## src/rtl/arith_sched_pkg.sv

```systemverilog
// Shared types and constants for the round-robin arithmetic-unit scheduler.
package arith_sched_pkg;

    localparam int unsigned FUN_W       = 2;
    localparam int unsigned MAX_NUM_REQ = 8;

    localparam logic [FUN_W-1:0] FUN_ADD = 2'b00;
    localparam logic [FUN_W-1:0] FUN_SUB = 2'b01;
    localparam logic [FUN_W-1:0] FUN_MUL = 2'b10;
    localparam logic [FUN_W-1:0] FUN_DIV = 2'b11;

    typedef enum logic [1:0] {
        IDLE  = 2'd0,
        ISSUE = 2'd1,
        WAIT  = 2'd2,
        RESP  = 2'd3
    } state_t;

    function automatic logic is_div(input logic [FUN_W-1:0] fun);
        return fun == FUN_DIV;
    endfunction

endpackage

```

## src/rtl/rr_arbiter.sv

```systemverilog
// Combinational round-robin arbiter: first set request after ptr, wrapping.
module rr_arbiter #(
    parameter int unsigned NUM_REQ = 4,
    parameter int unsigned PTR_W   = $clog2(NUM_REQ)
) (
    input  logic [NUM_REQ-1:0] req,
    input  logic [PTR_W-1:0]   ptr,
    output logic [NUM_REQ-1:0] grant,
    output logic [PTR_W-1:0]   grant_idx,
    output logic               any
);

    logic [PTR_W-1:0] idx;
    logic             found;

    // Walk offsets 1..NUM_REQ so the last winner is considered last.
    always_comb begin
        grant     = '0;
        grant_idx = '0;
        idx       = '0;
        found     = 1'b0;
        for (int unsigned off = 1; off <= NUM_REQ; off++) begin
            idx = PTR_W'((32'(ptr) + off) % NUM_REQ);
            if (!found && req[idx]) begin
                grant[idx] = 1'b1;
                grant_idx  = idx;
                found      = 1'b1;
            end
        end
    end

    assign any = |req;

endmodule

```

## src/rtl/arith_req_sched.sv

```systemverilog
// Shares one two-stage arithmetic unit between NUM_REQ requesters with
// round-robin grant and one operation in flight at a time.
module arith_req_sched
    import arith_sched_pkg::*;
#(
    parameter int unsigned IN_DATA_WD = 16,
    parameter int unsigned OUT_WD     = 2 * IN_DATA_WD,
    parameter int unsigned NUM_REQ    = 4
) (
    input  logic                          CLK,
    input  logic                          RST,
    input  logic [NUM_REQ-1:0]            REQ_VALID,
    output logic [NUM_REQ-1:0]            REQ_READY,
    input  logic [NUM_REQ*IN_DATA_WD-1:0] REQ_A,
    input  logic [NUM_REQ*IN_DATA_WD-1:0] REQ_B,
    input  logic [NUM_REQ*FUN_W-1:0]      REQ_FUN,
    output logic [NUM_REQ-1:0]            RSP_VALID,
    input  logic [NUM_REQ-1:0]            RSP_READY,
    output logic [OUT_WD-1:0]             RSP_DATA,
    output logic                          RSP_CARRY,
    output logic                          RSP_ERR,
    output logic                          ARITH_EN,
    output logic [IN_DATA_WD-1:0]         ARITH_A,
    output logic [IN_DATA_WD-1:0]         ARITH_B,
    output logic [FUN_W-1:0]              ARITH_FUN,
    input  logic [OUT_WD-1:0]             ARITH_OUT,
    input  logic                          ARITH_FLAG,
    input  logic                          CARRY_OUT
);

    localparam int unsigned PTR_W = $clog2(NUM_REQ);

    state_t                  state_q, state_nxt;
    logic [PTR_W-1:0]        ptr_q, ptr_nxt;
    logic [NUM_REQ-1:0]      id_q, id_nxt;
    logic [NUM_REQ-1:0]      rsp_valid_q, rsp_valid_nxt;
    logic [OUT_WD-1:0]       rsp_data_q, rsp_data_nxt;
    logic                    rsp_carry_q, rsp_carry_nxt;
    logic                    rsp_err_q, rsp_err_nxt;
    logic                    arith_en_q, arith_en_nxt;
    logic [IN_DATA_WD-1:0]   arith_a_q, arith_a_nxt;
    logic [IN_DATA_WD-1:0]   arith_b_q, arith_b_nxt;
    logic [FUN_W-1:0]        arith_fun_q, arith_fun_nxt;
    logic [NUM_REQ-1:0]      req_ready_c;

    logic [NUM_REQ-1:0]      grant;
    logic [PTR_W-1:0]        grant_idx;
    logic                    any_req;

    logic [IN_DATA_WD-1:0]   a_arr   [NUM_REQ];
    logic [IN_DATA_WD-1:0]   b_arr   [NUM_REQ];
    logic [FUN_W-1:0]        fun_arr [NUM_REQ];
    logic [IN_DATA_WD-1:0]   sel_a, sel_b;
    logic [FUN_W-1:0]        sel_fun;
    logic                    sel_div_zero;

    rr_arbiter #(
        .NUM_REQ (NUM_REQ),
        .PTR_W   (PTR_W)
    ) u_arb (
        .req       (REQ_VALID),
        .ptr       (ptr_q),
        .grant     (grant),
        .grant_idx (grant_idx),
        .any       (any_req)
    );

    // Unpack the per-requester operand slices.
    always_comb begin
        for (int unsigned i = 0; i < NUM_REQ; i++) begin
            a_arr[i]   = REQ_A[i*IN_DATA_WD +: IN_DATA_WD];
            b_arr[i]   = REQ_B[i*IN_DATA_WD +: IN_DATA_WD];
            fun_arr[i] = REQ_FUN[i*FUN_W +: FUN_W];
        end
    end

    assign sel_a        = a_arr[grant_idx];
    assign sel_b        = b_arr[grant_idx];
    assign sel_fun      = fun_arr[grant_idx];
    assign sel_div_zero = is_div(sel_fun) && (sel_b == '0);

    // Next-state and registered-output logic.
    always_comb begin
        state_nxt     = state_q;
        ptr_nxt       = ptr_q;
        id_nxt        = id_q;
        rsp_valid_nxt = rsp_valid_q;
        rsp_data_nxt  = rsp_data_q;
        rsp_carry_nxt = rsp_carry_q;
        rsp_err_nxt   = rsp_err_q;
        arith_en_nxt  = 1'b0;
        arith_a_nxt   = arith_a_q;
        arith_b_nxt   = arith_b_q;
        arith_fun_nxt = arith_fun_q;
        req_ready_c   = '0;

        unique case (state_q)
            IDLE: begin
                if (any_req) begin
                    req_ready_c = grant;
                    id_nxt      = grant;
                    ptr_nxt     = grant_idx;
                    // Divide-by-zero is answered locally; the unit never sees it.
                    if (sel_div_zero) begin
                        rsp_data_nxt  = '0;
                        rsp_carry_nxt = 1'b0;
                        rsp_err_nxt   = 1'b1;
                        rsp_valid_nxt = grant;
                        state_nxt     = RESP;
                    end else begin
                        arith_a_nxt   = sel_a;
                        arith_b_nxt   = sel_b;
                        arith_fun_nxt = sel_fun;
                        arith_en_nxt  = 1'b1;
                        state_nxt     = ISSUE;
                    end
                end
            end
            ISSUE: begin
                state_nxt = WAIT;
            end
            WAIT: begin
                rsp_data_nxt  = ARITH_OUT;
                rsp_carry_nxt = CARRY_OUT;
                rsp_err_nxt   = ~ARITH_FLAG;
                rsp_valid_nxt = id_q;
                state_nxt     = RESP;
            end
            RESP: begin
                if (|(RSP_READY & id_q)) begin
                    rsp_valid_nxt = '0;
                    state_nxt     = IDLE;
                end
            end
            default: begin
                state_nxt = IDLE;
            end
        endcase
    end

    always_ff @(posedge CLK or negedge RST) begin
        if (!RST) begin
            state_q     <= IDLE;
            ptr_q       <= PTR_W'(NUM_REQ - 1);
            id_q        <= '0;
            rsp_valid_q <= '0;
            rsp_data_q  <= '0;
            rsp_carry_q <= 1'b0;
            rsp_err_q   <= 1'b0;
            arith_en_q  <= 1'b0;
            arith_a_q   <= '0;
            arith_b_q   <= '0;
            arith_fun_q <= '0;
        end else begin
            state_q     <= state_nxt;
            ptr_q       <= ptr_nxt;
            id_q        <= id_nxt;
            rsp_valid_q <= rsp_valid_nxt;
            rsp_data_q  <= rsp_data_nxt;
            rsp_carry_q <= rsp_carry_nxt;
            rsp_err_q   <= rsp_err_nxt;
            arith_en_q  <= arith_en_nxt;
            arith_a_q   <= arith_a_nxt;
            arith_b_q   <= arith_b_nxt;
            arith_fun_q <= arith_fun_nxt;
        end
    end

    // Accept pulse is combinational; masked so every output reads 0 in reset.
    assign REQ_READY = req_ready_c & {NUM_REQ{RST}};
    assign RSP_VALID = rsp_valid_q;
    assign RSP_DATA  = rsp_data_q;
    assign RSP_CARRY = rsp_carry_q;
    assign RSP_ERR   = rsp_err_q;
    assign ARITH_EN  = arith_en_q;
    assign ARITH_A   = arith_a_q;
    assign ARITH_B   = arith_b_q;
    assign ARITH_FUN = arith_fun_q;

endmodule
```

## config.mk

```make
export PLATFORM = sky130hd
export DESIGN_NAME = arith_req_sched
export DESIGN_NICKNAME = d
export VERILOG_FILES = /design/src/rtl/arith_sched_pkg.sv /design/src/rtl/rr_arbiter.sv /design/src/rtl/arith_req_sched.sv
export SDC_FILE = /design/constraint.sdc
export NUM_CORES = 1
export LEC_CHECK = 0
export CORE_AREA = 2 2 106 133
export DETAILED_ROUTE_END_ITERATION = 16
export DIE_AREA = 0 0 108 135
export DONT_BUFFER_PORTS = 1
export GPL_ROUTABILITY_DRIVEN = 0
export GPL_TIMING_DRIVEN = 0
export PLACE_DENSITY = 0.59
export SLEW_MARGIN = 40
export SYNTH_ARGS = -nofsm -noshare
export SYNTH_HDL_FRONTEND = slang
export SYNTH_SLANG_ARGS = --single-unit
```

## constraint.sdc

```tcl
create_clock -name CLK -period 5.6 [get_ports CLK]
set_input_delay 1.4 -clock CLK [delete_from_list [all_inputs] [get_ports CLK]]
set_output_delay 1.4 -clock CLK [all_outputs]
set_load 0.01 [all_outputs]
```

==> results.yml, run 1 <==
sta:
  rsz0062_at_grt: "no"
  fmax_ghz: 0.1884
  period_share_pct: 94.79
  worstMarginPinSlew_ns: 0.7831
  hold_violations: 0
  skew_ns: 0.01093
  period_needed_ns: 5.308
  max-slew-margin-rel_pct: 47.06
  finalSetupTns_ns: 0
  drv_slew: 0
  setup_viol: 0
worst_setup_path:
  path_class: "register to output pin"
  cp_max_fo: 10
  worst_setup_path_start_kind: "register"
  r2r_cells: 15
  crit_family: "simple AND/OR/NAND/NOR gates"
  path_buf_inv: 2
  crit_cells: 8
  cp.arrival_ns: 3.91
  slowest_delay_ns: 0.67
  cp_cell_sequence: "clkbuf_1 > inv_1 > ha_1 > mux4_2 > a21oi_1 > nor4b_1 > a221oi_1 > nor2_1"
  end_kind: "output pin"
  cp.required_ns: 4.20
  slowest_stage: "nor4b_1"
clocking:
  cts_tree: "done"
  cts_resized: 0
  cts_num_sinks: 81
  cts_hold_buffers: 0
  clk_latency_ns: 0.34
  ctsRootBufferMaster: "clkbuf_16"
  clkSlewWorstSetupHoldPaths_ns: 0.07
  htreeDepth: 3
  clk_path_buf_depth: 2
  cts_buffers: 9
  cts_setup_buffers: 0
hold_path:
  hold_class: "register to register"
  hold_depth: 2
finish:
  num_antenna_cells: 0
  final_cells: 716
  area_growth_pct: 10.07
  drive_gt1_share_pct: 11.74
  nets: 732
detailed_routing:
  drtPass1Iterations: 5
  drt_iter0_markers: 296
  avgViaCountPerCell: 6.356
  drt_wl_total_um: 16320
  wl_per_cell_um: 22.79
  ant_nets: 0
  via_count: 4551
  remaining_drc_errors: 0
logic_synthesis:
  synthFlopType: "dfrtp_1"
  synth_area_per_cell_um2: 10.34
  synth_cells: 529
  synth_edf_count: 0
  yosysTopAreaCellShare_pct: 36.15
  yosysWarningCount: 0
  yosysMostFrequentCell: "dfrtp_1"
  synthArstFlopShare_pct: 100.0
  yosysTopAreaCell: "dfrtp_1"
  syn-num-nets: 721
  netlist_area_um2: 5469
  synth_area_leaders: "dfrtp_1 (36%), mux2_1 (11%), mux2i_1 (6.6%), a221o_1 (6.0%), a22o_1 (5.3%)"
  synth_seq_cells: 81
  ys_seq_area_share_pct: 37.11
  synth_common_cells: "dfrtp_1 (79), mux2_1 (53), a21oi_1 (44), nor2_1 (42), mux2i_1 (36)"
  synth_cell_type_count: 58
power:
  p_leak_nw: 2.589
  ir_worst_vdd_uv: 122.4
  power_density_nw_per_um2: 239.5
global_route:
  gr-total-overflow: 0
  grt_pass1_wl_um: 25000
  grt_usage_pct: 22.03
  grt_pass1_vias: 4730
  antenna_found_initial: 0
  grt_max_degree: 83
floorplan:
  die_height_um: 135
  start_util_pct: 41.33
  die_w_um: 108
  num_rows: 47
  die_area_um2: 14580
  core_area_um2: 13230
  io_pins: 257
placed_design:
  dp_cells: 700
  hpwl_um: 12410
  port_buffers: 0
status:
  outcome: "finished, final reports clean"
run:
  max_cap_viol_count: 0
tightest hold or removal path: stages (launching register included):
cell and delay, ns:
dfrtp_1 0.37, nand2_1 0.05, o21ai_0 0.06
layout by cell type, fill, tap and decap left out, types with 3 or more instances in the layout:
cell,count
a21boi_0,4
a21oi_1,44
a221o_1,33
nand2b_1,4
mux4_2,3
mux2_1,53
buf_6,9
mux2i_1,36
buf_2,9
nand3b_1,3
a211oi_1,4
clkbuf_16,9
a22oi_1,4
clkbuf_1,22
dfrtp_1,79
nor3_1,6
nand2_1,18
buf_1,3
inv_6,3
inv_1,10
nor4_1,11
o21ai_0,15
and2_1,3
a22o_1,33
mux2_2,11
ha_1,12
a31oi_1,3
nor2_1,42
o22ai_1,10
a221oi_1,7
cell type report:
cell class | instances | area [um2]
Fill cell | 1263 | 7212
Buffer | 43 | 240.2
Clock buffer | 9 | 225.2
Clock inverter | 7 | 105.1
Tap cell | 171 | 214.0
Multi-Input combinational cell | 393 | 3161
Sequential cell | 81 | 2029
Inverter | 12 | 45.04
final timing paths:
check	slack, ns	from	end
worst max register to register	0.31	ptr_q[1]$_DFFE_PN1P_	RSP_DATA[22]$_DFFE_PN0P_
max in group asynchronous	4.61	RST	ptr_q[0]$_DFFE_PN1P_
worst min-delay path	0.52	id_q[0]$_DFFE_PN0P_	id_q[0]$_DFFE_PN0P_
min in group asynchronous	0.75	RST	ARITH_A[2]$_DFFE_PN0P_
worst min register to register	0.52	id_q[0]$_DFFE_PN0P_	id_q[0]$_DFFE_PN0P_
worst max-delay path	0.29	ptr_q[1]$_DFFE_PN1P_	REQ_READY[1]
state kept, by name, indices dropped and copies added, names as in the netlist:
| signal | flops |
|---|---|
| id_q | 4 |
| RSP_VALID | 4 |
| ARITH_FUN | 2 |
| ARITH_EN | 1 |
| ARITH_B | 16 |
| ARITH_A | 16 |
| ptr_q | 2 |
| RSP_DATA | 32 |
| state_q | 2 |
| RSP_ERR | 1 |
| RSP_CARRY | 1 |
stage by stage:
step / hold slack [ns] / worst slack [ns] / utilization (%) / total power, mW / cell area, um2
3_5_place_dp: 0.5069 / 0.3853 / 42.95 / 0.7884 / 5683
3_3_place_gp: 0.4963 / 0.4725 / 42.95 / 0.7839 / 5683
4_1_cts: 0.5223 / 0.3125 / 45.45 / 1.457 / 6013
5_1_grt: 0.5561 / 0.02591 / 45.49 / 1.499 / 6020
2_1_floorplan: 0.4706 / 0.9984 / - / 0.7532 / 5469
6_report: 0.5229 / 0.2917 / 45.49 / 1.442 / 6020
layer usage:
metal,share of wire (%),global-route usage (%),vias to the layer above
met2,50,37.04,210
met5,0,0,-
li1,-,-,2069
met1,40,26.61,2248
met3,8.7,6.950,24
met4,2.0,7.479,0
power breakdown:
| part | internal [mW] | total, mW | leakage, nW | switching [mW] |
|---|---|---|---|---|
| registers | 0.597 | 0.617 | 1.01 | 0.0197 |
| logic | 0.0767 | 0.163 | 1.42 | 0.0867 |
| clock network | 0.399 | 0.661 | 0.159 | 0.263 |
| total | 1.07 | 1.44 | 2.59 | 0.369 |
cells by family after synthesis:
logic type,share of synthesized area (%)
AO/OA/AOI/OAI,23.84
adder cells (fa/ha/maj),2.745
buffers and inverters,5.216
flip-flops,37.11
multiplexers,21.00
AND/OR/NAND/NOR,10.09
Power figures use the tool's default switching activity.
==> run 2, diff against run 1 <==
--- a/config.mk
+++ b/config.mk
@@ -5,13 +5,13 @@
 export SDC_FILE = /design/constraint.sdc
 export NUM_CORES = 1
 export LEC_CHECK = 0
-export CORE_AREA = 2 2 106 133
+export CORE_AREA = 2 2 84 167
 export DETAILED_ROUTE_END_ITERATION = 16
-export DIE_AREA = 0 0 108 135
+export DIE_AREA = 0 0 86 169
 export DONT_BUFFER_PORTS = 1
 export GPL_ROUTABILITY_DRIVEN = 0
 export GPL_TIMING_DRIVEN = 0
-export PLACE_DENSITY = 0.59
+export PLACE_DENSITY = 0.6
 export SLEW_MARGIN = 40
 export SYNTH_ARGS = -nofsm -noshare
 export SYNTH_HDL_FRONTEND = slang
==> run 2 against run 1 <==
First-iteration DRC count decreased by 15%. Clock power fell by 7.3%. Via count decreased by 2.3%.
==> results.yml, run 2 (synthesis results as in run 1) <==
clocking:
  cts_tree: "done"
  htreeDepth: 3
  cts_setup_buffers: 0
  cts_buffers: 9
  clk_path_buf_depth: 2
  clkSlewWorstSetupHoldPaths_ns: 0.06
  clk_latency_ns: 0.34
  cts_num_sinks: 81
  ctsRootBufferMaster: "clkbuf_16"
hold_path:
  hold_class: "register to register"
finish:
  final_cell_mix: "dfrtp_1 (79), mux2_1 (53), a21oi_1 (44), nor2_1 (42), mux2i_1 (36)"
  final_common_cell: "dfrtp_1"
  area_growth_pct: 9.357
  utilization_pct: 45.01
  largest_reg_flops: 32
  multi_input_comb_area_um2: 3167
  regArea_um2: 2029
  nets: 732
  drive_gt1_share_pct: 11.93
  fillers: 1284
floorplan:
  die_area_um2: 14530
  io_pins: 257
  num_rows: 60
  die_height_um: 169
  start_util_pct: 41.16
  die_w_um: 86
  core_area_um2: 13290
sta:
  final.setup.worst_slack_ns: 0.3751
  hold_violations: 0
  fmax_ghz: 0.1914
  worstMarginPinSlew_ns: 0.6610
  max-slew-margin-rel_pct: 55.31
  finalSetupTns_ns: 0
  period_needed_ns: 5.225
  setup_viol: 0
  period_share_pct: 93.30
  skew_ns: 0.004124
  rsz0062_at_grt: "no"
  drv_slew: 0
worst_setup_path:
  slowest_delay_ns: 0.59
  cp_max_fo: 10
  worst_setup_path_start_kind: "register"
  crit_family: "buffers and inverters"
  path_class: "register to register"
  path_buf_inv: 6
  cp.arrival_ns: 5.44
  end_kind: "register"
  cp_cell_sequence: "clkbuf_1 > inv_1 > ha_1 > mux4_2 > o21bai_4 > nand2_4 > and2_1 > buf_6 > buf_6 > a211oi_1 > o2bb2ai_1 > nor4_4 > nand3_2 > and2_1 > buf_2 > buf_6 > mux2_1"
  path_common_cell: "buf_6"
  cp.required_ns: 5.82
  slowest_stage: "mux4_2"
power:
  ir_worst_vdd_uv: 157.1
  p_leak_nw: 2.582
  power_density_nw_per_um2: 232.5
global_route:
  grt_max_degree: 83
  gr-total-overflow: 0
  grt_pass1_vias: 4419
  antenna_found_initial: 1
  grt_pass1_wl_um: 24500
  grt_usage_pct: 21.60
detailed_routing:
  drtPass1Iterations: 5
  avgViaCountPerCell: 6.344
  ant_nets: 0
  drt_wl_total_um: 15830
  remaining_drc_errors: 0
  wl_per_cell_um: 22.58
  drt_iter0_markers: 252
  via_count: 4447
placed_design:
  port_buffers: 0
  hpwl_um: 12110
  post-place-ws_ns: 0.3081
status:
  outcome: "finished, final reports clean"
run:
  max_cap_viol_count: 0
-- run 2: changes by cell type in the layout (fill, tap and decap cells not counted), sizes merged --
cell    change
inv         -1
clkinv      +2
bufinv      -1
diode       +1
-- run 2: worst reg2reg max path: cells and delay by family (launching register included) --
kind / cells / cell delay, ns
buffers and inverters: 6 / 1.24
AND/OR/NAND/NOR: 5 / 1.07
multiplexers: 2 / 0.91
AO/OA/AOI/OAI: 3 / 0.86
flip-flops: 1 / 0.58
adder cells (fa/ha/maj): 1 / 0.44
-- run 2: power by group --
part           internal [mW]  total (mW)  switching, mW
logic                 0.0767       0.161         0.0842
clock network          0.351       0.613          0.263
registers              0.598       0.616         0.0188
total                   1.02        1.39          0.366
-- run 2: stage by stage --
step	cells	hold WS (ns)	area (um2)	total power [mW]
floorplan	529	0.4706	5469	0.7532
CTS	700	0.5156	5971	1.407
finish	701	0.5121	5981	1.390
global placement	684	0.4951	5663	0.7851
detailed placement	684	0.4997	5669	0.7861
global route	701	0.5552	5981	1.448
-- run 2: final cells by class --
class	instances	area share (%)
antenna	1	0.04184
buffer	43	4.038
clock buffer	9	3.766
clock inverter	7	1.276
inverter	12	0.7531
multi-input combinational	393	52.95
sequential	81	33.93
tap	155	3.243
-- run 2: worst paths after layout --
| check | slack [ns] | start | end | cells after the start |
|---|---|---|---|---|
| setup / recovery | 0.38 | ptr_q[1]$_DFFE_PN1P_ | ARITH_A[10]$_DFFE_PN0P_ | 17 |
| hold / removal | 0.51 | id_q[0]$_DFFE_PN0P_ | id_q[0]$_DFFE_PN0P_ | 2 |
| setup reg to reg | 0.38 | ptr_q[1]$_DFFE_PN1P_ | ARITH_A[10]$_DFFE_PN0P_ | 17 |
| hold reg to reg | 0.51 | id_q[0]$_DFFE_PN0P_ | id_q[0]$_DFFE_PN0P_ | 2 |
| max in group asynchronous | 4.66 | RST | ptr_q[1]$_DFFE_PN1P_ | 0 |
| min in group asynchronous | 0.75 | RST | RSP_DATA[26]$_DFFE_PN0P_ | 0 |
-- run 2: layer usage --
metal  share of wire, %  global-route usage, %
met1                 39                  27.19
met2                 48                  34.48
met3                 10                  7.216
met4                2.4                  7.246
met5                  0                      0
-- run 2: what timing repair did --
| item | 4_1_cts | 5_1_grt |
|---|---|---|
| endpoints found under the setup margin | 0 | 57 |
| hold buffers | 0 | 0 |
| resized for setup | 0 | 3 |
==> run 3, diff against run 2 <==
--- a/config.mk
+++ b/config.mk
@@ -9,10 +9,8 @@
 export DETAILED_ROUTE_END_ITERATION = 16
 export DIE_AREA = 0 0 86 169
 export DONT_BUFFER_PORTS = 1
-export GPL_ROUTABILITY_DRIVEN = 0
 export GPL_TIMING_DRIVEN = 0
 export PLACE_DENSITY = 0.6
-export SLEW_MARGIN = 40
 export SYNTH_ARGS = -nofsm -noshare
 export SYNTH_HDL_FRONTEND = slang
 export SYNTH_SLANG_ARGS = --single-unit
==> run 3 against run 2 <==
Combinational power about the same. Fmax decreased by 0.40%. Clock skew increased by 0.0037 ns. Critical path depth decreased by 9. Count of clock-buffer cells in the layout increased by 1. Power decreased by 2.4%. Die area unchanged.
==> results.yml, run 3 (synthesis results as in run 1) <==
finish:
  drive_gt1_share_pct: 11.74
  fillers: 1274
  multi_input_comb_area_um2: 3161
  regArea_um2: 2029
  area_growth_pct: 8.945
  fin_area_um2: 5958
  num_antenna_cells: 0
  nets: 732
  final_cell_mix: "dfrtp_1 (79), mux2_1 (53), a21oi_1 (44), nor2_1 (42), mux2i_1 (36)"
  final_common_cell: "dfrtp_1"
  utilization_pct: 44.84
  largest_reg_flops: 32
worst_setup_path:
  r2r_slack_ns: 0.37
  worst_setup_path_start_kind: "register"
  r2r-end: "ARITH_A[10]$_DFFE_PN0P_"
  cp.arrival_ns: 3.85
  r2r-start: "ptr_q[1]$_DFFE_PN1P_"
  cp_max_fo: 10
  end_kind: "output pin"
  critPathLaunch: "ptr_q[1]$_DFFE_PN1P_"
  path_class: "register to output pin"
  cp.required_ns: 4.20
  r2r_cells: 17
sta:
  skew_ns: 0.007782
  period_needed_ns: 5.246
  rsz0062_at_grt: "no"
  setup_viol: 0
  finalSetupTns_ns: 0
  period_share_pct: 93.68
  drv_slew: 0
  max-slew-margin-rel_pct: 32.40
  hold_violations: 0
  worstMarginPinSlew_ns: 1.005
  fmax_ghz: 0.1906
floorplan:
  io_pins: 257
  die_w_um: 86
  die_height_um: 169
  die_area_um2: 14530
  num_rows: 60
  start_util_pct: 41.16
  core_area_um2: 13290
hold_path:
  hold_class: "register to register"
  hold_depth: 2
  min-delay-start: "id_q[0]$_DFFE_PN0P_"
  min_to: "id_q[0]$_DFFE_PN0P_"
detailed_routing:
  drt_wl_total_um: 15900
  via_count: 4458
  wl_per_cell_um: 22.72
  drtPass1Iterations: 5
  remaining_drc_errors: 0
  ant_nets: 0
  drt_iter0_markers: 250
  avgViaCountPerCell: 6.369
clocking:
  clk_path_buf_depth: 2
  ctsRootBufferMaster: "clkbuf_16"
  htreeDepth: 3
  cts_num_sinks: 81
  cts_buffers: 9
  clkSlewWorstSetupHoldPaths_ns: 0.06
  cts_setup_buffers: 0
  clk_latency_ns: 0.34
  cts_tree: "done"
placed_design:
  gp_congestion: 0.8724
  port_buffers: 0
  place_area_um2: 5663
  hpwl_um: 12080
global_route:
  gr-total-overflow: 0
  grt_max_degree: 83
  grt_pass1_wl_um: 24530
  grt_usage_pct: 21.65
  grt_pass1_vias: 4450
  antenna_found_initial: 0
power:
  p_leak_nw: 2.571
  power_density_nw_per_um2: 227.7
  total_power_mw: 1.357
  ir_worst_vdd_uv: 151.1
run:
  max_cap_viol_count: 0
status:
  outcome: "finished, final reports clean"
## run 3: metal layers
metal / track usage (%) / up-vias / wire length [um]
li1: - / 2066 / -
met2: 34.72 / 209 / 7760
met3: 6.972 / 17 / 1406
met5: 0 / - / 0
met4: 6.418 / 0 / 280
met1: 27.69 / 2166 / 6456
## run 3: layout make-up
type / instances / area share, %
Clock buffer: 10 / 4.011
Multi-Input combinational cell: 393 / 53.04
Inverter: 12 / 0.7560
Tap cell: 155 / 3.255
Clock inverter: 6 / 0.8190
Sequential cell: 81 / 34.06
Buffer: 43 / 4.053
## run 3: timing repair
| item | in CTS | in global routing |
|---|---|---|
| setup endpoints to repair | 0 | 57 |
| gates resized for setup | 0 | 3 |
| hold buffers | 0 | 0 |
## run 3: worst max-delay path by stage
| stage | to | slack (ns) |
|---|---|---|
| 5_1_grt | ARITH_B[14]$_DFFE_PN0P_ | 0.06 |
| 6_report | REQ_READY[0] | 0.35 |
| 3_3_place_gp | RSP_DATA[31]$_DFFE_PN0P_ | 0.27 |
| 2_1_floorplan | REQ_READY[2] | 1.0 |
| 4_1_cts | RSP_DATA[25]$_DFFE_PN0P_ | 0.22 |
| 3_5_place_dp | RSP_DATA[25]$_DFFE_PN0P_ | 0.25 |
## run 3: report_power, final
| group | total [mW] | switching, mW | internal, mW | leakage (nW) |
|---|---|---|---|---|
| registers | 0.616 | 0.0189 | 0.597 | 1.01 |
| logic | 0.160 | 0.0837 | 0.0766 | 1.42 |
| clock network | 0.580 | 0.262 | 0.319 | 0.137 |
## run 3: worst max-delay path, cell delays in order, from the launching register on
cell and delay (ns):
dfstp_2 0.59, clkbuf_1 0.39, inv_1 0.22, ha_1 0.44, mux4_2 0.59, a21oi_1 0.17, nor4b_1 0.56, a221oi_1 0.28
nor2_1 0.26
## run 3: metrics by stage
step | hold slack, ns | instances | setup WS (ns)
after floorplan | 0.4706 | 529 | 0.9984
after global placement | 0.4951 | 684 | 0.2718
after detailed placement | 0.4997 | 684 | 0.2451
after CTS | 0.5142 | 700 | 0.2236
after global routing | 0.5591 | 700 | 0.05771
final | 0.5066 | 700 | 0.3541
